`src/rtl/cache_fill_fsm_if.sv`:
```
// Cache-fill bus: miss request from the cache lookup, read requests to and
// returns from main memory, and write strobes into the cache arrays.
// master = fill FSM, slave = surrounding pipeline/memory.
interface cache_fill_fsm_if;
  logic        miss_detected;
  logic [15:0] miss_address;
  logic        fsm_busy;
  logic        memory_enable;
  logic [15:0] memory_address;
  logic        memory_data_valid;
  logic [15:0] memory_data;
  logic        write_data_array;
  logic        write_tag_array;
  logic [15:0] cache_word_addr;
  logic [15:0] cache_write_data;

  modport master (
    input  miss_detected, miss_address, memory_data_valid, memory_data,
    output fsm_busy, memory_enable, memory_address,
           write_data_array, write_tag_array, cache_word_addr, cache_write_data
  );

  modport slave (
    output miss_detected, miss_address, memory_data_valid, memory_data,
    input  fsm_busy, memory_enable, memory_address,
           write_data_array, write_tag_array, cache_word_addr, cache_write_data
  );
endinterface

```
`src/rtl/cache_fill_fsm.sv`:
```
// Cache miss fill engine: issues BLOCK_WORDS back-to-back word reads to a
// pipelined memory, writes each returned word into the data array in order,
// and writes the tag together with the final word. BLOCK_WORDS must be a
// power of two between 2 and 16.
module cache_fill_fsm #(
  parameter int BLOCK_WORDS = 8
) (
  input  logic              clk,
  input  logic              rst,
  cache_fill_fsm_if.master  bus
);

  localparam int          CNT_W    = $clog2(BLOCK_WORDS) + 1;
  localparam logic [15:0] OFF_MASK = 16'((2 * BLOCK_WORDS) - 1);
  localparam logic [CNT_W-1:0] CNT_FULL = CNT_W'(BLOCK_WORDS);
  localparam logic [CNT_W-1:0] CNT_LAST = CNT_W'(BLOCK_WORDS - 1);

  localparam logic [0:0] ST_IDLE = 1'b0;
  localparam logic [0:0] ST_FILL = 1'b1;

  logic [0:0]       state_q, state_d;
  logic [15:0]      base_q, base_d;
  logic [CNT_W-1:0] issue_cnt_q, issue_cnt_d;
  logic [CNT_W-1:0] recv_cnt_q, recv_cnt_d;

  logic issue_active;
  logic recv_active;
  logic last_word;

  // Request/return qualifiers; returns beyond the block end are dropped
  always_comb begin
    issue_active = (state_q == ST_FILL) && (issue_cnt_q != CNT_FULL);
    recv_active  = (state_q == ST_FILL) && bus.memory_data_valid &&
                   (recv_cnt_q != CNT_FULL);
    last_word    = recv_active && (recv_cnt_q == CNT_LAST);
  end

  // Outputs decoded from registered state plus the memory return strobe
  always_comb begin
    bus.fsm_busy         = (state_q == ST_FILL) || bus.miss_detected;
    bus.memory_enable    = issue_active;
    bus.memory_address   = 16'h0000;
    bus.write_data_array = recv_active;
    bus.write_tag_array  = last_word;
    bus.cache_word_addr  = 16'h0000;
    bus.cache_write_data = 16'h0000;
    if (issue_active) begin
      // Word offset within the block never carries out of the block
      bus.memory_address = base_q + 16'({issue_cnt_q, 1'b0});
    end
    if (recv_active) begin
      bus.cache_word_addr  = base_q + 16'({recv_cnt_q, 1'b0});
      bus.cache_write_data = bus.memory_data;
    end
  end

  // Next-state: accept a miss in IDLE, advance counters during FILL
  always_comb begin
    state_d     = state_q;
    base_d      = base_q;
    issue_cnt_d = issue_cnt_q;
    recv_cnt_d  = recv_cnt_q;
    case (state_q)
      ST_IDLE: begin
        if (bus.miss_detected) begin
          base_d      = bus.miss_address & ~OFF_MASK;
          issue_cnt_d = '0;
          recv_cnt_d  = '0;
          state_d     = ST_FILL;
        end
      end
      default: begin
        if (issue_active) begin
          issue_cnt_d = issue_cnt_q + 1'b1;
        end
        if (recv_active) begin
          recv_cnt_d = recv_cnt_q + 1'b1;
        end
        // Misses presented during the fill are not latched; the requester
        // re-presents after fsm_busy drops
        if (last_word) begin
          state_d = ST_IDLE;
        end
      end
    endcase
  end

  // State registers with synchronous reset; reset abandons any fill
  always_ff @(posedge clk) begin
    if (rst) begin
      state_q     <= ST_IDLE;
      base_q      <= 16'h0000;
      issue_cnt_q <= '0;
      recv_cnt_q  <= '0;
    end else begin
      state_q     <= state_d;
      base_q      <= base_d;
      issue_cnt_q <= issue_cnt_d;
      recv_cnt_q  <= recv_cnt_d;
    end
  end

endmodule

```
`src/flat_wrapper.sv`:
```
// flat-port wrapper written by rule: the top's interface ports become plain ports
module cache_fill_fsm_flat 
#(
  parameter int BLOCK_WORDS = 8
)
  (clk, rst, bus_miss_detected, bus_miss_address, bus_memory_data_valid, bus_memory_data, bus_fsm_busy, bus_memory_enable, bus_memory_address, bus_write_data_array, bus_write_tag_array, bus_cache_word_addr, bus_cache_write_data);
  cache_fill_fsm_if bus_i ();
  input  logic clk;
  input  logic rst;
  input wire logic [$bits(bus_i.miss_detected)-1:0] bus_miss_detected;
  input wire logic [$bits(bus_i.miss_address)-1:0] bus_miss_address;
  input wire logic [$bits(bus_i.memory_data_valid)-1:0] bus_memory_data_valid;
  input wire logic [$bits(bus_i.memory_data)-1:0] bus_memory_data;
  output wire logic [$bits(bus_i.fsm_busy)-1:0] bus_fsm_busy;
  output wire logic [$bits(bus_i.memory_enable)-1:0] bus_memory_enable;
  output wire logic [$bits(bus_i.memory_address)-1:0] bus_memory_address;
  output wire logic [$bits(bus_i.write_data_array)-1:0] bus_write_data_array;
  output wire logic [$bits(bus_i.write_tag_array)-1:0] bus_write_tag_array;
  output wire logic [$bits(bus_i.cache_word_addr)-1:0] bus_cache_word_addr;
  output wire logic [$bits(bus_i.cache_write_data)-1:0] bus_cache_write_data;
  assign bus_i.miss_detected = bus_miss_detected;
  assign bus_i.miss_address = bus_miss_address;
  assign bus_i.memory_data_valid = bus_memory_data_valid;
  assign bus_i.memory_data = bus_memory_data;
  assign bus_fsm_busy = bus_i.fsm_busy;
  assign bus_memory_enable = bus_i.memory_enable;
  assign bus_memory_address = bus_i.memory_address;
  assign bus_write_data_array = bus_i.write_data_array;
  assign bus_write_tag_array = bus_i.write_tag_array;
  assign bus_cache_word_addr = bus_i.cache_word_addr;
  assign bus_cache_write_data = bus_i.cache_write_data;
  cache_fill_fsm #(.BLOCK_WORDS(BLOCK_WORDS)) u_core (.clk(clk), .rst(rst), .bus(bus_i));
endmodule
```
`config.mk`:
```
export PLATFORM = sky130hd
export DESIGN_NAME = cache_fill_fsm_flat
export DESIGN_NICKNAME = d
export VERILOG_FILES = /design/src/rtl/cache_fill_fsm_if.sv /design/src/rtl/cache_fill_fsm.sv /design/src/flat_wrapper.sv
export SDC_FILE = /design/constraint.sdc
export NUM_CORES = 1
export LEC_CHECK = 0
export ABC_AREA = 1
export CAP_MARGIN = 15
export CORE_MARGIN = 8
export CORE_UTILIZATION = 40
export CTS_CLUSTER_DIAMETER = 50
export DETAILED_ROUTE_END_ITERATION = 7
export PLACE_DENSITY = 0.86
export SLEW_MARGIN = 0
export SYNTH_ARGS = -nofsm -noshare
export SYNTH_HDL_FRONTEND = slang
export SYNTH_SLANG_ARGS = --single-unit
```
`constraint.sdc`:
```
create_clock -name clk -period 2 [get_ports clk]
set_input_delay 0.4 -clock clk [delete_from_list [all_inputs] [get_ports clk]]
set_output_delay 0.4 -clock clk [all_outputs]
set_load 0.03 [all_outputs]
```
==> results.py, run 1 <==
metrics = {
    "cells_and_area": {
        "drive_above_1_share_pct": 34.6,
        "regArea_sq_um": 445,
        "nets": 427,
        "antenna_cells": 0,
        "multi_input_area_sq_um": 1130,
        "filler_cell_count": 339,
        "areaGrowthSynthToFinish_pct": 65.8,
    },
    "routing": {
        "drt_first_pass_iters": 4,
        "ant_nets": 0,
        "route.detailed.wl_per_inst_um": 13.8,
        "drcViolationCount": 0,
        "drt-vias-per-instance": 4.81,
        "wirelength_um": 5960,
        "via_count": 2078,
        "drt_iter0_markers": 177,
    },
    "yosys": {
        "yosysMostFrequentCell": "nor2_1",
        "ys_ff_latch": 21,
        "yosysWarnings": 0,
        "syn_area_per_cell_sq_um": 5.89,
        "synth.cells.most_frequent": "nor2_1, inv_1, nand2_1",
        "synth_edf_count": 0,
        "synth_top_area_cell": "dfxtp_1",
        "synth_area_sq_um": 1670,
        "synth_ff_type": "dfxtp_1",
        "synth_cell_types": 26,
        "synthArstFlopShare_pct": 0,
        "synthCells": 283,
        "synth.yosys.seq_area_share_pct": 25.2,
        "synth_top_area_share_pct": 25.2,
        "synth_area_leaders": "dfxtp_1, nor2_1, inv_1",
    },
    "timing": {
        "hold_viol": 0,
        "final.setup_skew_ns": 0.00443,
        "setup_violations": 2,
        "rsz0062_at_grt": "true",
        "fin_ws_ns": -0.0567,
        "setup_tns_ns": -0.0856,
        "slew_violations": 0,
        "period_minus_slack_ns": 2.06,
        "hold_slack_ns": 0.522,
        "clock.fmax_mhz": 486,
        "fin_crit_sh_pct": 103,
    },
    "power": {
        "clkPwrFrac_pct": 24.9,
        "p_int_mw": 0.761,
        "power_frac_comb_pct": 33.9,
        "power.switching_mw": 0.397,
        "p_seq_share_pct": 41.3,
        "p_leak_nw": 1.30,
        "peakVddDrop_v": 0.000287,
        "power_mw": 1.16,
        "sw_frac_of_total_pct": 34.3,
        "power.density_nw_per_um2": 419,
    },
    "clock_tree": {
        "cts_buffer_depth": 2,
        "cts-buffers-inserted": 3,
        "htreeDepth": 1,
        "clk_pin_slew_worst_paths_ns": 0.08,
        "numClockSinks": 21,
        "clk_latency_ns": 0.26,
        "cts_hold_buf": 0,
        "cts_tree": "built",
        "clockRootBuffer": "clkbuf_8",
    },
    "global_route": {
        "grt_pass1_wl_um": 8980,
        "antenna_found_initial": 0,
        "grt_util_all_layers_pct": 16.9,
        "grt_max_degree": 26,
        "grt_pass1_vias": 2002,
        "overflow": 0,
    },
    "setup_path": {
        "max_stage_delay_ns": 0.38,
        "rrSetupSlack_ns": 0.45,
        "path_cells": "ha_4 > ha_4 > nand2_4 > inv_4 > nand2_4 > nor2_4 > nor2_2 > nor3_2 > buf_4",
        "cp_max_fo": 4,
        "startpoint_type": "flop",
        "crit_type": "flop to primary output",
        "crit_required_ns": 1.60,
        "arrival_ns": 1.66,
        "slowest_stage": "dfxtp_4",
        "end_kind": "primary output",
    },
    "status": {
        "violations": "setup timing",
        "run_status": "finished, violations left",
    },
    "floorplan": {
        "die_w_um": 80.6,
        "die_y_um": 80.6,
        "start_util_pct": 41.7,
        "dieArea_sq_um": 6490,
        "core-area_sq_um": 4000,
        "num_io_pins": 88,
        "num_rows": 23,
    },
    "place": {
        "place.gp.congestion": 0.861,
        "dp_hpwl_um": 4300,
        "portBuffers": 81,
        "pre_cts_ws_ns": -0.0216,
    },
    "hold_path": {
        "hp-class": "flop to flop",
    },
    "run": {
        "cap_violations": 0,
    },
}
==> layout by cell type (no fill, tap or decap), types with 3 or more instances in the layout <==
master / count
dfxtp_1: 7
nor2_1: 64
a21oi_1: 19
inv_1: 37
xor2_1: 3
ha_1: 3
nor2_2: 7
o21ai_0: 16
nand2_2: 4
buf_6: 7
o21ai_1: 4
nand2_1: 38
buf_4: 65
nand3_1: 14
dfxtp_2: 11
nand3_2: 4
nand2_4: 3
nor3_1: 5
clkdlybuf4s50_1: 30
inv_2: 5
nor2_4: 4
ha_2: 3
clkbuf_8: 3
nor3_2: 3
dfxtp_4: 3
==> power groups by stage <==
stage	Combinational (mW)	Clock, mW	Sequential, mW
finish	0.392	0.288	0.478
global route	0.425	0.325	0.480
CTS	0.372	0.292	0.474
detailed placement	0.351	0	0.481
global placement	0.346	0	0.480
floorplan	0.207	0	0.474
==> cell type report <==
class | count | share of cell area, %
Sequential cell | 21 | 16.1
Multi-Input combinational cell | 207 | 41.0
Timing Repair Buffer | 105 | 32.6
Inverter | 45 | 6.34
Clock buffer | 4 | 1.63
Tap cell | 50 | 2.26
==> critical path, delay by kind of cell (launching register included) <==
family | cells | cell delay [ns]
buffers and inverters | 2 | 0.26
and+or+nand+nor | 5 | 0.45
DFF | 1 | 0.38
adders and majority gates | 2 | 0.28
==> final timing paths <==
path / startpoint / end / cells past startpoint
worst max-delay path: u_core.base_q[4] / bus_cache_word_addr[10] / 9
worst min-delay path: u_core.base_q[15] / u_core.base_q[15] / 2
worst max register to register: u_core.recv_cnt_q[0] / u_core.recv_cnt_q[0] / 10
worst min register to register: u_core.base_q[15] / u_core.base_q[15] / 2
==> flip-flops by register name, summed over array words and instances, names as in the netlist <==
name and cells:
u_core.issue_cnt_q 4, u_core.base_q 12, u_core.state_q 1, u_core.recv_cnt_q 4
==> routing by layer <==
metal	GRT usage [%]	share of wire, %	vias up
met2	31.6	54	60
met3	3.68	5.2	12
met5	0	0	-
met4	6.73	2.6	0
met1	17.6	38	931
li1	-	-	1075
==> cell families after synthesis <==
kind of cell               synth area share (%)
adders and majority gates                  6.01
other                                     0.225
AOI/OAI and AO/OA                          13.2
xor gates and xnor gates                   1.58
and+or+nand+nor                            38.3
DFF                                        25.2
buffers and inverters                      15.5
==> stage by stage <==
step	cell area [sq um]	instances	utilization (%)
6_report	2760	432	69.1
5_1_grt	2760	432	69.1
4_1_cts	2650	427	66.2
3_5_place_dp	2440	417	61.1
3_3_place_gp	2440	417	61.1
2_1_floorplan	1680	284	-
==> what timing repair did <==
item                                    4_1_cts  5_1_grt
endpoints found under the setup margin       41       41
gates resized for setup                      41       33
pin swaps                                     5        2
buffers inserted                              6        5
No activity file was read; power rests on OpenSTA's default activity.
==> inputs of run 2 (changes only) <==
--- a/config.mk
+++ b/config.mk
@@ -7,10 +7,11 @@
 export LEC_CHECK = 0
 export ABC_AREA = 1
 export CAP_MARGIN = 15
-export CORE_MARGIN = 8
+export CORE_MARGIN = 1.5
 export CORE_UTILIZATION = 40
 export CTS_CLUSTER_DIAMETER = 50
 export DETAILED_ROUTE_END_ITERATION = 7
+export MAX_ROUTING_LAYER = met4
 export PLACE_DENSITY = 0.86
 export SLEW_MARGIN = 0
 export SYNTH_ARGS = -nofsm -noshare
==> results.py, run 2 (synthesized netlist as in run 1, its figures left out) <==
metrics = {
    "status": {
        "run_status": "finished, violations left",
        "violations": "setup timing",
    },
    "power": {
        "p_int_mw": 0.762,
        "peakVddDrop_v": 0.000292,
        "power.density_nw_per_um2": 414,
        "power_frac_comb_pct": 33.7,
        "power_mw": 1.17,
        "p_seq_share_pct": 41.0,
        "sw_frac_of_total_pct": 34.8,
        "power.switching_mw": 0.406,
        "p_leak_nw": 1.31,
        "clkPwrFrac_pct": 25.3,
    },
    "timing": {
        "slew_violations": 0,
        "fin_ws_ns": -0.0456,
        "hold_viol": 0,
        "clock.fmax_mhz": 489,
        "rsz0062_at_grt": "true",
        "setup_violations": 6,
        "period_minus_slack_ns": 2.05,
        "final.setup_skew_ns": 0.00112,
        "fin_crit_sh_pct": 102,
    },
    "routing": {
        "wirelength_um": 5440,
        "drt_first_pass_iters": 4,
        "drt_iter0_markers": 141,
        "drt-vias-per-instance": 4.83,
        "via_count": 2111,
        "ant_nets": 0,
        "drcViolationCount": 0,
        "route.detailed.wl_per_inst_um": 12.5,
    },
    "cells_and_area": {
        "layout_common_cells": "buf_4, nor2_1, nand2_1",
        "drive_above_1_share_pct": 35.9,
        "utilization_pct": 70.5,
        "final_common_cell": "buf_4",
        "nets": 432,
        "areaGrowthSynthToFinish_pct": 69.2,
        "design_area_sq_um": 2820,
        "largest_register_ffs": 12,
        "reg_top3": "u_core.base_q: 12 flops, u_core.issue_cnt_q: 4 flops, u_core.recv_cnt_q: 4 flops",
        "filler_cell_count": 330,
        "antenna_cells": 0,
        "top_register": "u_core.base_q",
    },
    "place": {
        "dp_hpwl_um": 3700,
        "portBuffers": 81,
        "place.gp.congestion": 0.860,
        "pre_cts_ws_ns": -0.0396,
        "dpl-instance-area_sq_um": 2440,
    },
    "clock_tree": {
        "clk_latency_ns": 0.26,
        "cts-buffers-inserted": 3,
        "cts_buffer_depth": 2,
        "htreeDepth": 1,
        "clockRootBuffer": "clkbuf_8",
        "numClockSinks": 21,
        "clk_pin_slew_worst_paths_ns": 0.08,
        "cts_tree": "built",
    },
    "global_route": {
        "grt_max_degree": 26,
        "overflow": 0,
        "grt_util_all_layers_pct": 23.1,
        "grt_pass1_vias": 1809,
        "antenna_found_initial": 0,
        "grt_pass1_wl_um": 7980,
    },
    "setup_path": {
        "reg2reg_depth": 10,
        "r2r-start": "u_core.issue_cnt_q[0]",
        "arrival_ns": 1.65,
        "end_kind": "primary output",
        "crit_required_ns": 1.60,
        "cp_max_fo": 4,
        "startpoint_type": "flop",
        "rrSetupSlack_ns": 0.56,
        "crit_type": "flop to primary output",
        "rr_endpoint": "u_core.issue_cnt_q[3]",
    },
    "floorplan": {
        "start_util_pct": 41.7,
        "core-area_sq_um": 4000,
        "die_y_um": 67.6,
        "num_rows": 23,
        "die_w_um": 67.6,
        "dieArea_sq_um": 4560,
        "num_io_pins": 88,
    },
    "hold_path": {
        "worstHoldPathCells": 2,
        "hp-class": "flop to flop",
        "hp-start": "u_core.base_q[8]",
        "holdPathEnd": "u_core.base_q[8]",
    },
    "run": {
        "cap_violations": 0,
    },
}
## run 2: worst max path at each step
| stage | from | slack, ns | depth (start not counted) | to |
|---|---|---|---|---|
| 5_1_grt | u_core.base_q[4] | -0.13 | 8 | bus_memory_address[15] |
| 6_report | u_core.base_q[4] | -0.05 | 9 | bus_cache_word_addr[10] |
| 4_1_cts | u_core.base_q[4] | -0.03 | 9 | bus_cache_word_addr[10] |
| 3_5_place_dp | bus_memory_data_valid | -0.04 | 8 | bus_cache_word_addr[9] |
| 2_1_floorplan | u_core.issue_cnt_q[1] | -0.03 | 6 | bus_memory_address[11] |
| 3_3_place_gp | bus_memory_data_valid | -0.02 | 8 | bus_cache_word_addr[9] |
## run 2: what timing repair did
action | 4_1_cts | 5_1_grt
hold endpoints to repair | 0 | 0
pin swaps | 7 | 10
endpoints found under the setup margin | 42 | 40
setup buffers | 8 | 8
cloned | 0 | 0
hold buffers | 0 | 0
resized for setup | 39 | 38
## run 2: worst max-delay path: stages (launching register included)
cell	delay, ns
dfxtp_4	0.39
ha_4	0.17
ha_4	0.16
nand2_4	0.06
inv_4	0.07
nand2_4	0.06
nor2_4	0.13
nor2_2	0.05
nor3_2	0.11
buf_4	0.19
## run 2: metal layers
metal	GRT usage, %	part of all wire, %
met3	2.83	4.0
met2	39.6	53
met5	-	0
met1	28.6	42
met4	6.12	1.3
## run 2: cell type report
| type | instances | area, sq um | area share, % |
|---|---|---|---|
| Inverter | 45 | 178 | 6.30 |
| Sequential cell | 21 | 449 | 15.9 |
| Timing Repair Buffer | 110 | 936 | 33.2 |
| Tap cell | 50 | 62.6 | 2.22 |
| Clock buffer | 4 | 45.0 | 1.60 |
| Multi-Input combinational cell | 207 | 1150 | 40.8 |
## run 2: stage by stage
step / setup TNS (ns) / std cells / hold slack (ns)
CTS: -0.0935 / 429 / 0.528
global placement: -0.0730 / 417 / 0.504
detailed placement: -0.130 / 417 / 0.522
finish: -0.138 / 437 / 0.527
global route: -0.872 / 437 / 0.552
floorplan: -0.0641 / 284 / 0.469
## run 2: power by group through the flow
stage	combinational [mW]	sequential (mW)	clock, mW
6_report	0.394	0.479	0.295
5_1_grt	0.425	0.482	0.315
4_1_cts	0.365	0.475	0.299
3_5_place_dp	0.348	0.481	0
3_3_place_gp	0.343	0.480	0
2_1_floorplan	0.207	0.474	0
